### config.mk
export PLATFORM = sky130hd
export DESIGN_NAME = axi_rtc_event_stamp
export DESIGN_NICKNAME = d
export VERILOG_FILES = /design/src/rtl/axi_rtc_event_stamp.sv
export SDC_FILE = /design/constraint.sdc
export NUM_CORES = 1
export LEC_CHECK = 0
export ABC_AREA = 1
export CAP_MARGIN = 10
export CELL_PAD_IN_SITES_DETAIL_PLACEMENT = 0
export CELL_PAD_IN_SITES_GLOBAL_PLACEMENT = 1
export CORE_ASPECT_RATIO = 1.5
export CORE_MARGIN = 1
export CORE_UTILIZATION = 45
export CTS_BUF_LIST = sky130_fd_sc_hd__clkbuf_8
export CTS_CLUSTER_SIZE = 16
export DETAILED_ROUTE_END_ITERATION = 10
export PLACE_DENSITY_LB_ADDON = 0.08
export SLEW_MARGIN = 20
export SYNTH_ARGS = -nofsm -noshare
export SYNTH_HDL_FRONTEND = slang
export SYNTH_SLANG_ARGS = --single-unit
### constraint.sdc
create_clock -name aclk -period 8.7 [get_ports aclk]
set_input_delay 0.87 -clock aclk [delete_from_list [all_inputs] [get_ports aclk]]
set_output_delay 0.87 -clock aclk [all_outputs]
set_load 0.02 [all_outputs]
### src/rtl/axi_rtc_event_stamp.sv
// Stamps rising edges of an asynchronous event against the RTC time, removes the
// synchronizer latency, and streams the stamps out of a FWFT FIFO on AXI4-Stream.
module axi_rtc_event_stamp #(
  parameter int unsigned CLOCK_FREQUENCY = 125000000,
  parameter int unsigned FIFO_DEPTH      = 16
) (
  input  logic                          aclk,
  input  logic                          aresetn,
  input  logic [31:0]                   rtc_sec,
  input  logic [31:0]                   rtc_nsec,
  input  logic                          event_in,
  input  logic                          enable,
  input  logic                          clear_drop,
  output logic [63:0]                   m_axis_tdata,
  output logic                          m_axis_tvalid,
  input  logic                          m_axis_tready,
  output logic [$clog2(FIFO_DEPTH):0]   fifo_level,
  output logic [15:0]                   drop_count
);

  localparam int unsigned AW          = $clog2(FIFO_DEPTH);
  localparam logic [31:0] NS_PER_SEC  = 32'd1000000000;
  localparam logic [31:0] LATENCY_NS  = 32'(2 * (1000000000 / CLOCK_FREQUENCY));
  localparam logic [AW:0] FULL_LEVEL  = FIFO_DEPTH[AW:0];

  logic        s1_q, s2_q, s3_q;
  logic        raw_v_q, corr_v_q;
  logic [63:0] raw_q, corr_q, corr_d;
  logic        rise;

  logic [63:0] mem_q [FIFO_DEPTH];
  logic [AW:0] wr_ptr_q, rd_ptr_q, level;
  logic        full, write_ok, drop, pop;
  logic [15:0] drop_count_q;

  assign rise = s2_q & ~s3_q;

  always_ff @(posedge aclk) begin
    if (!aresetn) begin
      s1_q     <= 1'b0;
      s2_q     <= 1'b0;
      s3_q     <= 1'b0;
      raw_v_q  <= 1'b0;
      corr_v_q <= 1'b0;
    end else begin
      s1_q     <= event_in;
      s2_q     <= s1_q;
      s3_q     <= s2_q;
      raw_v_q  <= rise & enable;
      corr_v_q <= raw_v_q;
    end
  end

  always_ff @(posedge aclk) begin
    if (rise & enable) begin
      raw_q <= {rtc_sec, rtc_nsec};
    end
    corr_q <= corr_d;
  end

  // Borrow a second when the raw nanoseconds are below the latency; sec wraps mod 2^32.
  always_comb begin
    corr_d = raw_q;
    if (raw_q[31:0] >= LATENCY_NS) begin
      corr_d[31:0] = raw_q[31:0] - LATENCY_NS;
    end else begin
      corr_d[31:0]  = raw_q[31:0] + NS_PER_SEC - LATENCY_NS;
      corr_d[63:32] = raw_q[63:32] - 32'd1;
    end
  end

  // Fullness is judged on the occupancy before this cycle's pop.
  assign level    = wr_ptr_q - rd_ptr_q;
  assign full     = (level == FULL_LEVEL);
  assign write_ok = corr_v_q & ~full;
  assign drop     = corr_v_q & full;
  assign pop      = m_axis_tvalid & m_axis_tready;

  always_ff @(posedge aclk) begin
    if (write_ok) begin
      mem_q[wr_ptr_q[AW-1:0]] <= corr_q;
    end
  end

  always_ff @(posedge aclk) begin
    if (!aresetn) begin
      wr_ptr_q <= '0;
      rd_ptr_q <= '0;
    end else begin
      if (write_ok) begin
        wr_ptr_q <= wr_ptr_q + 1'b1;
      end
      if (pop) begin
        rd_ptr_q <= rd_ptr_q + 1'b1;
      end
    end
  end

  always_ff @(posedge aclk) begin
    if (!aresetn || clear_drop) begin
      drop_count_q <= '0;
    end else if (drop && (drop_count_q != '1)) begin
      drop_count_q <= drop_count_q + 16'd1;
    end
  end

  assign m_axis_tvalid = (level != '0);
  assign m_axis_tdata  = mem_q[rd_ptr_q[AW-1:0]];
  assign fifo_level    = level;
  assign drop_count    = drop_count_q;

endmodule

==> results of run 1 <==
==> how the worst min path moves through the flow <==
| stage | end | slack, ns | cells past startpoint |
|---|---|---|---|
| after floorplan | corr_q[0] | 0.35 | 0 |
| after global placement | corr_q[0] | 0.36 | 0 |
| after detailed placement | corr_q[0] | 0.36 | 0 |
| after CTS | corr_q[3] | 0.40 | 0 |
| after global routing | corr_q[3] | 0.41 | 0 |
| final | corr_q[3] | 0.39 | 0 |
==> state kept, by name, summed over array words and instances (netlist names), named ones only <==
register    count
corr_v_q        1
raw_q          64
s3_q            1
rd_ptr_q        5
mem_q        1024
s2_q            1
drop_count     16
wr_ptr_q        5
raw_v_q         1
s1_q            1
corr_q         64
==> cells in the final DEF, fill, tap and decap left out, drive strengths merged, types with 49 or more instances in the layout <==
master            n
dfxtp            99
clkinv           56
o211ai          256
clkbuf          208
inv             387
nor2            148
o21ai           332
a21oi           280
mux2i           256
nand2           276
edfxtp         1088
clkdlybuf4s50   155
buf              49
nand3           121
==> per-stage QoR <==
| step | instances | instance area (um^2) |
|---|---|---|
| 2_1_floorplan | 3507 | 47900 |
| 3_5_place_dp | 4919 | 50800 |
| 4_1_cts | 5247 | 54300 |
| 3_3_place_gp | 4919 | 50800 |
| 6_report | 5253 | 54300 |
| 5_1_grt | 5253 | 54300 |
==> per-layer routing <==
layer	share of wire	track usage	wire (um)
met3	0.052	0.0427	6440
met4	0.025	0.0704	3020
met2	0.51	0.394	62000
met5	0	0	0
met1	0.42	0.297	51200
==> final cells by class <==
class | count | area share
timing repair buffer | 204 | 0.0366
sequential | 1187 | 0.638
tap | 1406 | 0.0324
antenna | 5 | 0.000230
clock inverter | 120 | 0.0123
inverter | 332 | 0.0232
clock buffer | 208 | 0.0527
multi-input combinational | 1791 | 0.205
==> logic make-up (layout without fill, tap and decap cells) <==
group | after synthesis | count (layout) | share of synthesized area
compound gates | 869 | 869 | 0.105
buf+inv | 529 | 864 | 0.0467
fa+ha+maj | 14 | 14 | 0.00381
xor+xnor | 65 | 65 | 0.0119
mux | 256 | 256 | 0.0535
simple gates | 587 | 587 | 0.0558
flops | 1187 | 1187 | 0.724
other cells | 0 | 5 | 0
==> report_power, final <==
group / internal [uW] / leakage [uW] / switching (uW)
sequential: 6180 / 0.0106 / 58.4
combinational: 437 / 0.00592 / 674
clock: 2330 / 0.00203 / 2150
==> worst register-to-register path, delay by kind of cell (launching register included) <==
family,cells,cell delay [ns]
buffers and inverters,5,1.44
adders and majority gates,2,0.58
and+or+nand+nor,6,1.33
AOI/OAI and AO/OA,1,0.13
DFF,1,0.35
==> metrics.txt, run 1 <==
slack of the critical path 3.11 ns; number of synthesized flops with an enable pin 1088; critical path cell sequence clkinv_8, buf_4, o211ai_1, o211ai_1, nand2_1, clkdlybuf4s50_1; WP depth 6; io pins 156; synthesized cell area 47900 um^2; commonest cells in the netlist edfxtp_1 (1088), inv_1 (325), o21ai_0 (285), a21oi_1 (279), nand2_1 (262); Worst Hold Class reg -> reg; Tcrit/Tclk final 0.642; critical path endpoint m_axis_tdata[43]; top-count cell post-synth edfxtp_1; synth warn 0; DP HPWL 63.3 mm; Worst R2R Start wr_ptr_q[0]; initial antenna violation count 5; hold slack 0.389 ns; post-synth top area cell edfxtp_1; DR iter-0 viols 1871; Post-Syn Instances 3507; GRT overflow 0; FFs w/ async S/R, synth 0; most area-consuming cells after synthesis edfxtp_1 (68%), mux2i_1 (5.4%), dfxtp_1 (4.1%), o211ai_1 (4.0%), o21ai_0 (3.0%); endpoint class of the critical path output pin; layout cells sized above 1 0.0960; Die Y 402 um; Total Die Area 108000 um^2; post_cts resized 0; Final min period 5.59 ns; synthesis-to-layout area growth 13.5%; vias in the first global route 28600; Critical Path Fanout Max 175; leakage power 0.0186 uW; HP Start raw_q[3]; CTS Buf Count 177; syn nets 3591; endpoints failing setup 0; PortBufs 155; Rel. slew slack 0.250; Max Cap Viol 0; Avg Vias per Cell 5.42; delay-heaviest family, CP buffers and inverters; Worst Clk Skew 0.0375 ns; most frequent CP cell o211ai_1; final wirelength 123 mm; CTS tree built; setup TNS 0 ns; gp weighted congestion 0.810; Worst R2R End mem_q[1][0]; first-pass GRT wire length 181 mm; largest net degree at the start of global routing 206; WP buf/inv 3; PD cells 218 nW/um^2; Distinct cells, synth 40; CP startpoint kind flip-flop; row count 146; routed length per placed instance 23.3 um; Critical Path Max Stage Delay 0.83 ns; area occupied by multi-input gates 11100 um^2; total power 11800 uW; final hold viol count 0; GRT Util Overall 0.231; Place WS 3.97 ns; register area share after synthesis 0.724; vias post-DR 28500; number of synthesized register bits 1187; Crit path arrival time 4.72 ns; Max Transition Viols Final 0; fill count 9105; Remaining DRCs 0; CTS Hold Buffers Added 0; slowest CP cell clkinv_8; CTS Sinks 1187; CTS root buf clkbuf_8; outcome complete, no violations; Worst Tran Pin Value 1.12 ns; Reg2Reg Depth 14; Reg clk slew, reported paths 0.06 ns; Synth Flop Type edfxtp_1; clk buf depth 3; post-CTS setup buffer count 0; RSZ-0062 raised after global routing no; synthesized area per cell 13.7 um^2; setup slack, reg-to-reg 4.38 ns; Final Util 0.515; Post-DRT Antenna Nets 0; Max Freq 179 MHz; top-area cell type share of the netlist area 0.682; FF/Latch Area 34700 um^2; Worst Path Required 7.83 ns; # nets final 3777; WS Path Type reg -> out; VDD IR max 0.000145 V; 1st-pass router iterations 7; Initial Util 0.454; H-tree levels 4; core area 106000 um^2; clock latency on the worst-skew pair 0.87 ns; die span in x 268 um
No activity file was read; power rests on OpenSTA's default activity.
==> run 2: changes to the inputs <==
clock period = 4.7 ns   (was 8.7 ns; I/O delays follow)
==> metrics.txt, run 2 (synthesis results as in run 1) <==
outcome complete, no violations; synthesis-to-layout area growth 14.8%; initial antenna violation count 2 (-3); Reg clk slew, reported paths 0.06 ns (about the same); Critical Path Fanout Max 62 (-65%); switching share of power 0.243 (-0.000559); # nets final 3804 (+0.71%); gp weighted congestion 0.828 (+2.3%); leakage power 0.0188 uW (+1.3%); first-pass GRT wire length 182 mm (+0.40%); vias post-DR 28500 (+0.19%); commonest non-fill, non-tap cell in the layout edfxtp_1; RSZ-0062 raised after global routing no; largest net degree at the start of global routing 145 (-30%); endpoint class of the critical path output pin; Final min period 4.12 ns; GRT overflow 0 (unchanged); Die Y 402 um (unchanged); CTS Sinks 1187 (unchanged); clock latency on the worst-skew pair 0.86 ns (about the same); CTS Buf Count 178 (+0.56%); power share of the sequential group 0.525 (-0.002); post_cts resized 0 (unchanged); Clock power frac 0.378 (about the same); Max Transition Viols Final 0 (unchanged); Post-DRT Antenna Nets 0 (unchanged); DR iter-0 viols 1934 (+3.4%); CP startpoint kind flip-flop; slowest CP cell clkdlybuf4s50_1; CTS Hold Buffers Added 0 (unchanged); row count 146 (unchanged); CTS root buf clkbuf_8; WS Path Type reg -> out; critical path cell sequence clkinv_2, buf_12, o211ai_1, o211ai_1, nand2_1, clkdlybuf4s50_1; Worst Path Required 4.23 ns (-3.60 ns); GRT Util Overall 0.230 (-0.000639); most frequent CP cell o211ai_1; Critical Path Max Stage Delay 0.66 ns (-0.17 ns); die span in x 268 um (unchanged); Rel. slew slack 0.317 (+0.0664); Internal Pwr Total 16600 uW (+86%); VDD IR max 0.000259 V (+79%); clk buf depth 3 (unchanged); H-tree levels 4 (unchanged); PD cells 400 nW/um^2 (+84%); Final Util 0.520 (+0.00590); io pins 156 (unchanged); Crit path arrival time 3.65 ns (-1.07 ns); layout cells sized above 1 0.101 (+0.00460); number of flip-flops under the largest register name 1024 (unchanged); final wirelength 122 mm (-0.72%); routed length per placed instance 23.0 um (-1.3%); hold slack 0.145 ns (-0.244 ns); Worst Clk Skew 0.0302 ns (-0.00731 ns); commonest non-fill, non-tap cells in the layout edfxtp_1 (1088), inv_1 (382), o21ai_0 (285); Remaining DRCs 0 (unchanged); Worst Hold Class in -> reg; Max Cap Viol 0 (unchanged); endpoints failing setup 0 (unchanged); Max Freq 243 MHz; final hold viol count 0 (unchanged); fill count 9028 (-0.85%); post-CTS setup buffer count 0 (unchanged); CTS tree built; DP HPWL 65.8 mm (+4.0%); Total Die Area 108000 um^2 (unchanged); Worst Tran Pin Value 1.02 ns (-0.0995 ns); 1st-pass router iterations 6 (-1); total net switching power 5340 uW (+85%); Initial Util 0.454 (unchanged); Gate power share 0.098 (+0.004); Avg Vias per Cell 5.40 (-0.36%); Tcrit/Tclk final 0.877; vias in the first global route 29200 (+2.1%); core area 106000 um^2 (unchanged); PortBufs 155 (unchanged)
[run 2: cell count changes in the layout (fill, tap and decap cells not counted)]
cell	previous run	this run
buf_12	4	37
buf_16	1	0
buf_4	44	38
clkbuf_8	208	209
clkinv_1	24	32
clkinv_2	30	20
clkinv_8	2	1
clkinvlp_4	4	9
diode_2	5	1
inv_1	378	382
inv_6	3	2
inv_8	1	2
nor3_2	7	5
nor3_4	0	2
[run 2: power by group through the flow]
stage | clock network (uW) | registers, uW | logic (uW)
CTS | 8560 | 11500 | 2170
floorplan | 0 | 11700 | 1460
global route | 8970 | 11500 | 2340
detailed placement | 0 | 11800 | 2160
finish | 8300 | 11500 | 2140
global placement | 0 | 11800 | 2140
[run 2: final cells by class]
class / instances / area, um^2 / area share
Multi-Input combinational cell: 1791 / 11100 / 0.202
Clock inverter: 126 / 686 / 0.0125
Antenna cell: 1 / 2.50 / 0.0000455
Timing Repair Buffer: 230 / 2580 / 0.0469
Clock buffer: 209 / 2880 / 0.0523
Tap cell: 1406 / 1760 / 0.0320
Sequential cell: 1187 / 34700 / 0.631
Inverter: 332 / 1260 / 0.0230
[run 2: per-layer routing]
metal  track usage  wire length [um]  share of wire  up-vias
met4        0.0680              2910          0.024        0
met3        0.0396              5230          0.043      181
li1              -                 -              -    13300
met2         0.406             63100           0.52      677
met1         0.287             50500           0.41    14400
met5             0                 0              0        -
[run 2: critical path: cells and delay by family, from the launching register on]
family	cells	cell delay (ns)
AOI/OAI and AO/OA	2	0.28
buffers and inverters	3	1.64
DFF	1	0.53
and+or+nand+nor	1	0.25
[run 2: stage by stage]
stage	worst slack (ns)	cells	cell area, um^2	setup TNS, ns	total power [uW]
6_report	0.577	5282	55000	0	22000
5_1_grt	0.346	5282	55000	0	22800
4_1_cts	0.383	5281	55000	0	22300
3_5_place_dp	1.32	4946	51400	0	13900
3_3_place_gp	1.18	4946	51400	0	13900
2_1_floorplan	-1.93	3507	47900	-382.76	13200
[run 2: final timing paths]
kind | startpoint | slack [ns] | cells past startpoint | end
setup / recovery | flip-flop | 0.58 | 6 | m_axis_tdata[49]
hold / removal | event_in | 0.15 | 3 | s1_q
setup reg to reg | wr_ptr_q[0] | 1.31 | 12 | mem_q[2][2]
hold reg to reg | raw_q[3] | 0.37 | 0 | corr_q[3]
==> run 3: changes to the inputs <==
SLEW_MARGIN = 15   (was 20)
==> results of run 3 <==
The final DEF is identical to that of run 2; final timing and power are the same.
